**config.mk**
```make
export PLATFORM = sky130hd
export DESIGN_NAME = jt900h_intctrl
export DESIGN_NICKNAME = d
export VERILOG_FILES = /design/src/rtl/jt900h_intctrl.sv
export SDC_FILE = /design/constraint.sdc
export NUM_CORES = 1
export LEC_CHECK = 0
export BUFFER_PORTS_ARGS = -buffer_cell sky130_fd_sc_hd__buf_2
export CAP_MARGIN = 20
export CORE_UTILIZATION = 50
export DETAILED_ROUTE_END_ITERATION = 10
export PLACE_DENSITY = 0.82
export SETUP_SLACK_MARGIN = 0.2
export SLEW_MARGIN = 5
export SYNTH_ARGS = -nofsm -noshare
export SYNTH_HDL_FRONTEND = slang
export SYNTH_SLANG_ARGS = --single-unit
```
**constraint.sdc**
```tcl
create_clock -name clk -period 4.85 [get_ports clk]
set_clock_uncertainty 0.05 [all_clocks]
set_input_delay 0.97 -clock clk [delete_from_list [all_inputs] [get_ports clk]]
set_output_delay 0.97 -clock clk [all_outputs]
set_load 0.01 [all_outputs]
```
**src/rtl/jt900h_intctrl.sv**
```systemverilog
// Interrupt controller for the jt900h CPU: one-shot timer (source 0) plus three
// rising-edge external requests (sources 1-3), level-prioritised and held until acknowledged.
module jt900h_intctrl #(
    parameter logic [2:0] VBASE = 3'd1,
    parameter int         CNTW  = 8
) (
    input  logic        clk,
    input  logic        rst_n,
    input  logic        cen,
    input  logic        cs,
    input  logic [1:0]  addr,
    input  logic [15:0] din,
    input  logic [1:0]  we,
    output logic [15:0] dout,
    input  logic [2:0]  ext_req,
    output logic        irq,
    output logic [2:0]  int_lvl,
    output logic [7:0]  int_addr,
    input  logic        irq_ack
);

    typedef enum logic {IDLE, REQ} state_t;

    state_t            r_state;
    logic [3:0]        r_pend;
    logic [CNTW-1:0]   r_count;
    logic [CNTW-1:0]   r_reload;
    logic [2:0]        r_tlvl;
    logic              r_run;
    logic [15:0]       r_level;
    logic [2:0]        r_ext_prev;
    logic [1:0]        r_gsrc;

    logic              w_wr, w_wr_timer, w_wr_pend, w_wr_level;
    logic              w_fire, w_ack;
    logic [3:0]        w_set, w_clr, w_pend_nxt;
    logic [2:0]        w_lvl [4];
    logic [3:0]        w_en;
    logic [2:0]        w_best_lvl;
    logic [1:0]        w_best_src;
    logic [7:0]        w_count8;

    assign w_wr       = cs & cen & we[0];
    assign w_wr_timer = w_wr && (addr == 2'd0);
    assign w_wr_pend  = w_wr && (addr == 2'd1);
    assign w_wr_level = w_wr && (addr == 2'd2);
    assign w_fire     = r_run && (r_count == '0);
    assign w_ack      = cen && irq_ack && (r_state == REQ);

    // Set terms are OR'ed after clears so a set and clear in the same cycle leaves the bit set.
    assign w_set      = {ext_req & ~r_ext_prev, w_fire};
    assign w_clr      = (w_wr_pend ? din[3:0] : 4'd0)
                      | {3'd0, w_wr_timer}
                      | (w_ack ? (4'b0001 << r_gsrc) : 4'd0);
    assign w_pend_nxt = (r_pend & ~w_clr) | w_set;

    // The timer's own level register doubles as its enable; sources 1-3 use the LEVEL nibbles.
    always_comb begin
        // NOTE: every combinational output gets a default first so no path can infer a latch.
        w_lvl[0] = r_tlvl;
        w_en     = {r_level[15], r_level[11], r_level[7], |r_tlvl};
        for (int i = 1; i < 4; i++) begin
            w_lvl[i] = r_level[4*i +: 3];
        end
    end

    // Strict greater-than while scanning upward keeps the lowest index on ties and rejects level 0.
    always_comb begin
        w_best_lvl = '0;
        w_best_src = '0;
        for (int i = 0; i < 4; i++) begin
            if (r_pend[i] && w_en[i] && (w_lvl[i] > w_best_lvl)) begin
                w_best_lvl = w_lvl[i];
                w_best_src = 2'(i);
            end
        end
    end

    always_ff @(posedge clk or negedge rst_n) begin
        // NOTE: sequential state uses non-blocking assignments so every register sees pre-edge values.
        if (!rst_n) begin
            r_pend     <= '0;
            r_count    <= '0;
            r_reload   <= '0;
            r_tlvl     <= '0;
            r_run      <= 1'b0;
            r_level    <= '0;
            r_ext_prev <= '0;
        end else if (cen) begin
            r_pend     <= w_pend_nxt;
            r_ext_prev <= ext_req;
            if (w_wr_timer) begin
                if (we[1]) begin
                    r_count  <= din[8 +: CNTW];
                    r_reload <= din[8 +: CNTW];
                end else begin
                    r_count  <= r_reload;
                end
                r_tlvl <= din[2:0];
                r_run  <= (din[2:0] != 3'd0);
            end else if (r_run) begin
                if (r_count == '0) r_run <= 1'b0;
                else               r_count <= r_count - CNTW'(1);
            end
            if (w_wr_level) r_level <= din;
        end
    end

    always_ff @(posedge clk or negedge rst_n) begin
        if (!rst_n) begin
            r_state  <= IDLE;
            irq      <= 1'b0;
            int_lvl  <= 3'd0;
            int_addr <= {VBASE, 5'd0};
            r_gsrc   <= 2'd0;
        end else if (cen) begin
            case (r_state)
                IDLE: if (w_best_lvl != 3'd0) begin
                    irq      <= 1'b1;
                    int_lvl  <= w_best_lvl;
                    int_addr <= {VBASE, w_best_lvl, 2'b00};
                    r_gsrc   <= w_best_src;
                    r_state  <= REQ;
                end
                REQ: if (irq_ack || !r_pend[r_gsrc] || !w_en[r_gsrc]) begin
                    irq     <= 1'b0;
                    r_state <= IDLE;
                end
                default: r_state <= IDLE;
            endcase
        end
    end

    always_comb begin
        w_count8             = '0;
        w_count8[CNTW-1:0]   = r_count;
        case (addr)
            2'd0:    dout = {w_count8, 5'd0, r_tlvl};
            2'd1:    dout = {12'd0, r_pend};
            2'd2:    dout = r_level;
            default: dout = {irq, 7'd0, 2'd0, r_gsrc, 1'b0, int_lvl};
        endcase
    end

endmodule

```
==> metrics.cfg, run 1 <==
[run_status]
status=completed

[sta]
period_share_pct=94.32
clock.fmax_ghz=0.2186
fin_crit_ps=4574
tightest_slew_ps=623.0
rsz0062_at_grt=yes
fin_setup_tns_ps=0
maxSlewHeadroom_pct=58.46
finalSetupViolCount=0
slew_viol_final=0
finalHoldViolCount=0

[clock_tree]
cts.path.max_buffers=2
cts-root-buf=clkbuf_8
h-tree-depth=2
cts_num_sinks=50
clk_latency_ps=300
cts.clk_slew.worst_paths_ps=100
cts_buffers=5
cts_tree=yes

[synth]
synth_ff_type=dfrtp_1
synthArstFlopShare_pct=100.0
yosysWarnings=0
synthSimpleGateAreaFrac_pct=14.65
ys_ff_latch=50
avgSynthCellArea_um2=10.29
synthAdderAreaFrac_pct=4.151
synthMuxAreaShare_pct=19.05
synth_edf_count=0
syn_area_um2=3014
postSynthCellCount=293
yosysUniqueCellTypes=49
synth_top_family_by_area=multiplexers
ys_seq_area_share_pct=41.51
synth-compound-area-share_pct=12.54
synthXorXnorAreaFrac_pct=2.034

[finish]
drive_above_1_share_pct=37.21
nNetsFinal=381
antennaDiodeCount=0
fin_util_pct=63.89
area_delta_synth_final_pct=19.59
mostFrequentLayoutCells=buf_2 (50), dfrtp_1 (49), mux2_2 (22)
final_common_cell=buf_2

[critical_path]
start_kind=register
reg2reg_to=r_state$_DFFE_PN0P_
cp-end-kind=register
reg2reg_setup_slack_ps=280
timing.critical_path.mode_cell=ha_4
crit_fanout=8
crit_family=compound AO/OA/AOI/OAI gates
slowest_delay_ps=440
critPathBufInv=1
worstPathArrival_ps=4730
worst-setup-path-type=register to register
timing.rr.start=r_pend[0]$_DFFE_PN0P_
path_cells=and2_4 > ha_4 > nand3b_1 > a211o_4 > mux2_4 > ha_4 > nand3_4 > o2111ai_4 > or2_4 > a21o_1 > ha_4 > nor2b_4 > o21ai_2 > a21oi_4 > a211oi_4 > nor4_4 > buf_4 > a21boi_2 > o21a_1
worst-r2r-cell-count=19
cp.required_ps=5000
cpMaxStageDelayCell=dfrtp_2

[global_routing]
antenna_found_initial=0
met1_usage_pct=30.01
grt_max_degree=51
grtUsageTotal_pct=24.50
busiest_layer=met2
grt_pass1_wl_um=11850
overflow=0
grt_pass1_vias=2483
use_met3_pct=4.800
gr-usage-met2_pct=42.39

[place]
io_buffer_count=50
place_congestion=0.8862
hpwl_um=5200

[route]
num_vias=2376
drt_wl_total_um=7358
drt-initial-drc-count=130
ant_nets=0
drt-pass1-iter-count=4
drc=0
avgRoutedWirePerCell_um=17.69
via_per_inst=5.712

[floorplanning]
die_w_um=79.64
fp.dieH_um=79.64
dieArea_um2=6343
io_pins=56
start_util_pct=53.43
placementRows=27
core-area_um2=5642

[worst_hold_path]
min-delay-start=r_ext_prev[1]$_DFFE_PN0P_
hp-class=register to register
min_to=r_pend[2]$_DFFE_PN0P_
worstHoldPathCells=1

[pwr]
p_total_mw=1.811
irDropWorstVdd_uv=227.0
p_leak_nw=1.651
pwr_density_cell_nw_per_um2=502.4

[flow_run]
maxCapViolations=0

## per-layer routing
| layer | wire, µm | vias up |
|---|---|---|
| met5 | 0 | - |
| met4 | 227 | 0 |
| met3 | 455 | 23 |
| met2 | 3655 | 93 |
| met1 | 3020 | 1137 |
| li1 | - | 1123 |
## power by group
part,switching (mW),total (mW),internal (mW)
Combinational,0.429,0.853,0.424
Clock,0.140,0.255,0.115
Sequential,0.161,0.703,0.542
Total,0.730,1.81,1.08
## repair_timing
action	CTS	global route
pin swaps	1	13
hold endpoints to repair	0	0
gates resized for setup	2	26
buffers inserted	1	6
hold buffers	0	0
endpoints found under the setup margin	1	5
## flip-flops by register name (all words and copies together) (netlist names)
| signal | flops |
|---|---|
| r_state | 1 |
| r_reload | 8 |
| r_run | 1 |
| r_tlvl | 3 |
| irq | 1 |
| r_count | 8 |
| r_ext_prev | 3 |
| r_gsrc | 2 |
| r_level | 16 |
| r_pend | 4 |
| int_addr | 3 |
## through the flow
step,worst slack [ps],instances,hold slack (ps),area (µm²)
4_1_cts,212.6,410,422.5,3413
6_report,275.5,416,419.3,3605
3_5_place_dp,188.2,401,409.6,3298
2_1_floorplan,327.2,296,385.2,3025
5_1_grt,125.7,416,453.6,3605
3_3_place_gp,331.3,401,391.4,3298
## worst register-to-register path, delay by kind of cell, from the launching register on
family	cells	cell delay, ps
adder cells (fa/ha/maj)	3	690
AO/OA/AOI/OAI	8	1510
AND/OR/NAND/NOR	6	1260
multiplexers	1	360
buffers and inverters	1	180
flip-flops	1	440
## cell families after synthesis
kind of cell	Yosys count
fa+ha+maj	10
buf+inv	38
other cells	2
xor+xnor	7
compound gates	55
mux	49
flops	50
simple gates	82
## area by class of cell
cell class,count,area [µm²]
Multi-Input combinational cell,208,1767
Timing Repair Buffer,62,340.3
Sequential cell,50,1252
Clock inverter,2,12.51
Tap cell,72,90.09
Clock buffer,6,82.58
Fill cell,433,2037
Inverter,16,60.06
## worst max-delay path by stage
stage / start / to / slack [ps] / cells after the start
floorplan: r_pend[0]$_DFFE_PN0P_ / r_gsrc[1]$_DFFE_PN0P_ / 330 / 19
global placement: r_pend[0]$_DFFE_PN0P_ / r_gsrc[1]$_DFFE_PN0P_ / 330 / 18
detailed placement: r_pend[0]$_DFFE_PN0P_ / r_gsrc[1]$_DFFE_PN0P_ / 190 / 18
CTS: r_pend[0]$_DFFE_PN0P_ / r_gsrc[1]$_DFFE_PN0P_ / 210 / 18
global route: r_pend[0]$_DFFE_PN0P_ / r_gsrc[1]$_DFFE_PN0P_ / 130 / 18
finish: r_pend[0]$_DFFE_PN0P_ / r_state$_DFFE_PN0P_ / 280 / 19
## synthesized netlist by cell type, types with 2 or more instances
library cell  instances  area [µm²]
a211oi_1              2       15.01
a211oi_2              2       25.02
a21o_1                3       22.52
a21oi_1              10       50.05
a21oi_4               2       32.53
and2_1                6       37.54
and3_1                2       12.51
buf_2                 2       10.01
buf_4                 8       60.06
clkbuf_1             11       41.29
conb_1                2       7.510
dfrtp_1              50        1251
ha_1                 10       125.1
inv_1                16       60.06
mux2_2               22       247.7
mux2_4                3       45.04
mux2i_1              20       200.2
mux4_2                3       67.56
nand2_1              18       67.56
nand2b_1              2       12.51
nand3_1               7       35.03
nand3b_1              3       22.52
nor2_1               19       71.32
nor2b_1               4       25.02
nor3_1                5       25.02
nor3b_1               4       30.03
nor4_1                4       25.02
nor4b_1               2       17.52
o211ai_1              5       37.54
o21ai_0              16       80.08
o21ai_1               6       30.03
o31ai_1               2       15.01
xnor2_1               3       26.28
xor2_1                4       35.03
(Power assumes the default switching activity.)
==> run 2: changes to the inputs <==
Settings changed: ABC_AREA set to 1.
==> run 2 against run 1 <==
Compared with the run above:
- worst setup slack better by 780 ps
- sequential share of layout area rose by 2.0 points
- clock-buffer cell count down 1
- highest routed layer unchanged
- critical endpoint is now int_addr[3]$_DFFE_PN0P_
- core utilization fell by 6.0 points
- cell area decreased by 5.5%
- largest cell class unchanged
- register-to-register slack better by 780 ps
- sequential power decreased by 7.1%
- flip-flop and latch count is the same
==> metrics.cfg, run 2 <==
[critical_path]
cp.required_ps=5000  ; about the same
worst-setup-path-type=register to register
worstPathArrival_ps=3950  ; -780 ps
cp-end-kind=register
start_kind=register
reg2reg_setup_slack_ps=1050  ; +780 ps
crit_fanout=7  ; -1

[synth]
ys_ff_latch=50  ; unchanged
ys_top_cells_by_count=nand2_1 (98), dfrtp_1 (50), inv_1 (43)
synthTopCellsByArea=dfrtp_1 (41%), nand2_1 (12%), o21ai_0 (5.4%)
ys_seq_area_share_pct=41.02  ; -0.49 points
yosysWarnings=0  ; unchanged
synth_ff_type=dfrtp_1
yosysUniqueCellTypes=43  ; -12%
synth_edf_count=0  ; unchanged
avgSynthCellArea_um2=7.782  ; -24%
postSynthCellCount=392  ; +34%
synth_most_common_cell=nand2_1
synth_area_leader_cell=dfrtp_1
syn_area_um2=3050  ; +1.2%
synthArstFlopShare_pct=100.0  ; unchanged
synth_top_area_share_pct=41.02  ; -0.49 points

[place]
io_buffer_count=50  ; unchanged
place_congestion=0.9284  ; +4.8%
hpwl_um=5506  ; +5.9%

[floorplanning]
start_util_pct=51.83  ; -1.6 points
core-area_um2=5886  ; +4.3%
io_pins=56  ; unchanged
placementRows=28  ; +3.7%
die_w_um=80.11  ; +0.58%
dieArea_um2=6417  ; +1.2%
fp.dieH_um=80.11  ; +0.58%

[sta]
rsz0062_at_grt=no
fin_setup_tns_ps=0  ; unchanged
finalSetupViolCount=0  ; unchanged
tightest_slew_ps=789.4  ; +166.4 ps
maxSlewHeadroom_pct=47.25  ; -11 points
slew_viol_final=0  ; unchanged
finalHoldViolCount=0  ; unchanged
holdWs_ps=407.6  ; -11.71 ps
period_share_pct=78.32  ; -16 points
fin_crit_ps=3798  ; -776.0 ps
clock.fmax_ghz=0.2633  ; +20%

[global_routing]
grt_pass1_wl_um=12040  ; +1.6%
antenna_found_initial=0  ; unchanged
grtUsageTotal_pct=24.84  ; +0.33 points
overflow=0  ; unchanged
grt_max_degree=51  ; unchanged
grt_pass1_vias=2578  ; +3.8%

[finish]
drive_above_1_share_pct=20.59  ; -17 points
top_register=r_level
final_common_cell=nand2_1
reg_top3=r_level: 16 flops, r_count: 8 flops, r_reload: 8 flops
mostFrequentLayoutCells=nand2_1 (98), buf_2 (50), dfrtp_1 (50)
fill_cells=564  ; +30%
antennaDiodeCount=0  ; unchanged
area_delta_synth_final_pct=11.65
nNetsFinal=474  ; +24%
largest_reg_flops=16  ; unchanged

[clock_tree]
cts-root-buf=clkbuf_8
ctsResizeCount=0  ; -2
cts_num_sinks=50  ; unchanged
cts_setup_buffers=0  ; -1
hold_buffers=0  ; unchanged
clk_latency_ps=310  ; about the same
cts.clk_slew.worst_paths_ps=100  ; about the same
cts.path.max_buffers=2  ; unchanged
h-tree-depth=2  ; unchanged
cts_buffers=5  ; unchanged
cts_tree=yes

[route]
ant_nets=0  ; unchanged
drt_wl_total_um=7183  ; -2.4%
avgRoutedWirePerCell_um=14.03  ; -21%
drt-pass1-iter-count=5  ; +1
drc=0  ; unchanged
via_per_inst=5.432  ; -4.9%
drt-initial-drc-count=260  ; +100%
num_vias=2781  ; +17%

[pwr]
pwr_density_cell_nw_per_um2=531.6  ; +5.8%
p_seq_share_pct=36.1  ; -2.7 points
clkPwrFrac_pct=16.9  ; +2.8 points
p_sw_uw=792.8  ; +8.6%
irDropWorstVdd_uv=295.6  ; +30%
p_sw_share_pct=43.79  ; +3.5 points
combPwrFrac_pct=47.0  ; about the same
internal-power_mw=1.018  ; -5.8%
p_leak_nw=1.805  ; +9.3%

[flow_run]
maxCapViolations=0  ; unchanged

[run_status]
status=completed

[worst_hold_path]
hp-class=register to register

run 2: cell count changes in the layout (fill, tap and decap cells not counted), moves of 6 or more:
| cell | change |
|---|---|
| nand2_1 | +80 |
| inv_1 | +27 |
| nand3_1 | +16 |
| a21oi_1 | +6 |
| nand2_2 | +9 |
| nor2_1 | +10 |
| mux2_2 | -21 |
| o21ai_0 | +17 |
| mux2i_1 | -20 |
| buf_4 | -11 |
run 2: kinds of logic (layout without fill, tap and decap cells):
group / after synthesis / after routing / share of synthesized area [%]
and+or+nand+nor: 183 / 183 / 28.55
muxes: 2 / 2 / 0.8612
adders and majority gates: 10 / 10 / 4.102
AOI/OAI and AO/OA: 75 / 75 / 14.27
other: 2 / 5 / 0.2462
DFF: 50 / 50 / 41.02
xor gates and xnor gates: 2 / 2 / 0.5743
buffers and inverters: 68 / 110 / 10.38
run 2: area by class of cell:
| type | instances | area, µm² | share of cell area, % |
|---|---|---|---|
| clock buffers | 5 | 68.82 | 2.021 |
| clock inverters | 3 | 43.79 | 1.286 |
| inverters | 51 | 196.4 | 5.768 |
| multi-input cells | 277 | 1494 | 43.86 |
| flip-flops and latches | 50 | 1251 | 36.74 |
| well taps | 75 | 93.84 | 2.755 |
| repair buffers | 51 | 257.7 | 7.568 |
run 2: worst paths after layout:
check / from / endpoint / depth (start not counted)
min reg2reg: r_ext_prev[0]$_DFFE_PN0P_ / r_pend[1]$_DFFE_PN0P_ / 1
max: r_pend[0]$_DFFE_PN0P_ / int_addr[3]$_DFFE_PN0P_ / 26
max in group asynchronous: rst_n / r_level[4]$_DFFE_PN0P_ / 2
min in group asynchronous: rst_n / int_addr[3]$_DFFE_PN0P_ / 2
max reg2reg: r_pend[0]$_DFFE_PN0P_ / int_addr[3]$_DFFE_PN0P_ / 26
min: r_ext_prev[0]$_DFFE_PN0P_ / r_pend[1]$_DFFE_PN0P_ / 1
run 2: power groups by stage:
stage	logic [mW]	registers [mW]	clock network, mW
finish	0.851	0.653	0.306
global route	0.969	0.671	0.328
CTS	0.850	0.652	0.313
detailed placement	0.846	0.658	0
global placement	0.820	0.655	0
floorplan	0.666	0.629	0
run 2: stage by stage:
step	instances	util (%)	area (µm²)	setup slack [ps]	total power, mW
2_1_floorplan	395	-	3062	1445	1.295
3_3_place_gp	504	55.95	3293	1250	1.474
3_5_place_dp	504	55.95	3293	1088	1.505
4_1_cts	512	57.87	3406	1057	1.815
5_1_grt	512	57.87	3406	703.5	1.968
6_report	512	57.87	3406	1052	1.810
run 2: worst max-delay path, cell delays in order (launching register included):
cell     delay (ps)
dfrtp_1         440
nand2_1         130
ha_1            330
a21oi_2         180
nand2_4          80
nand2_2         110
nand2_2          70
and2_1          140
ha_1            270
nand3_1          70
nand3_1          80
inv_2            60
nand2_2         100
inv_2            90
nand2_1          70
and2_1          170
ha_1            300
a21oi_1         140
o21ai_0          90
nand2_1         150
inv_1            90
nand2_1          90
nand2_2          80
nand3_4         120
nand2_4          80
nand2_1          70
nand2_1          60
run 2: layer usage:
layer / vias up / GRT usage, % / wire length (µm)
met5: - / 0 / 0
met4: 0 / 8.750 / 155
met3: 17 / 3.523 / 403
met2: 94 / 41.03 / 3480
met1: 1305 / 33.26 / 3143
li1: 1365 / - / -
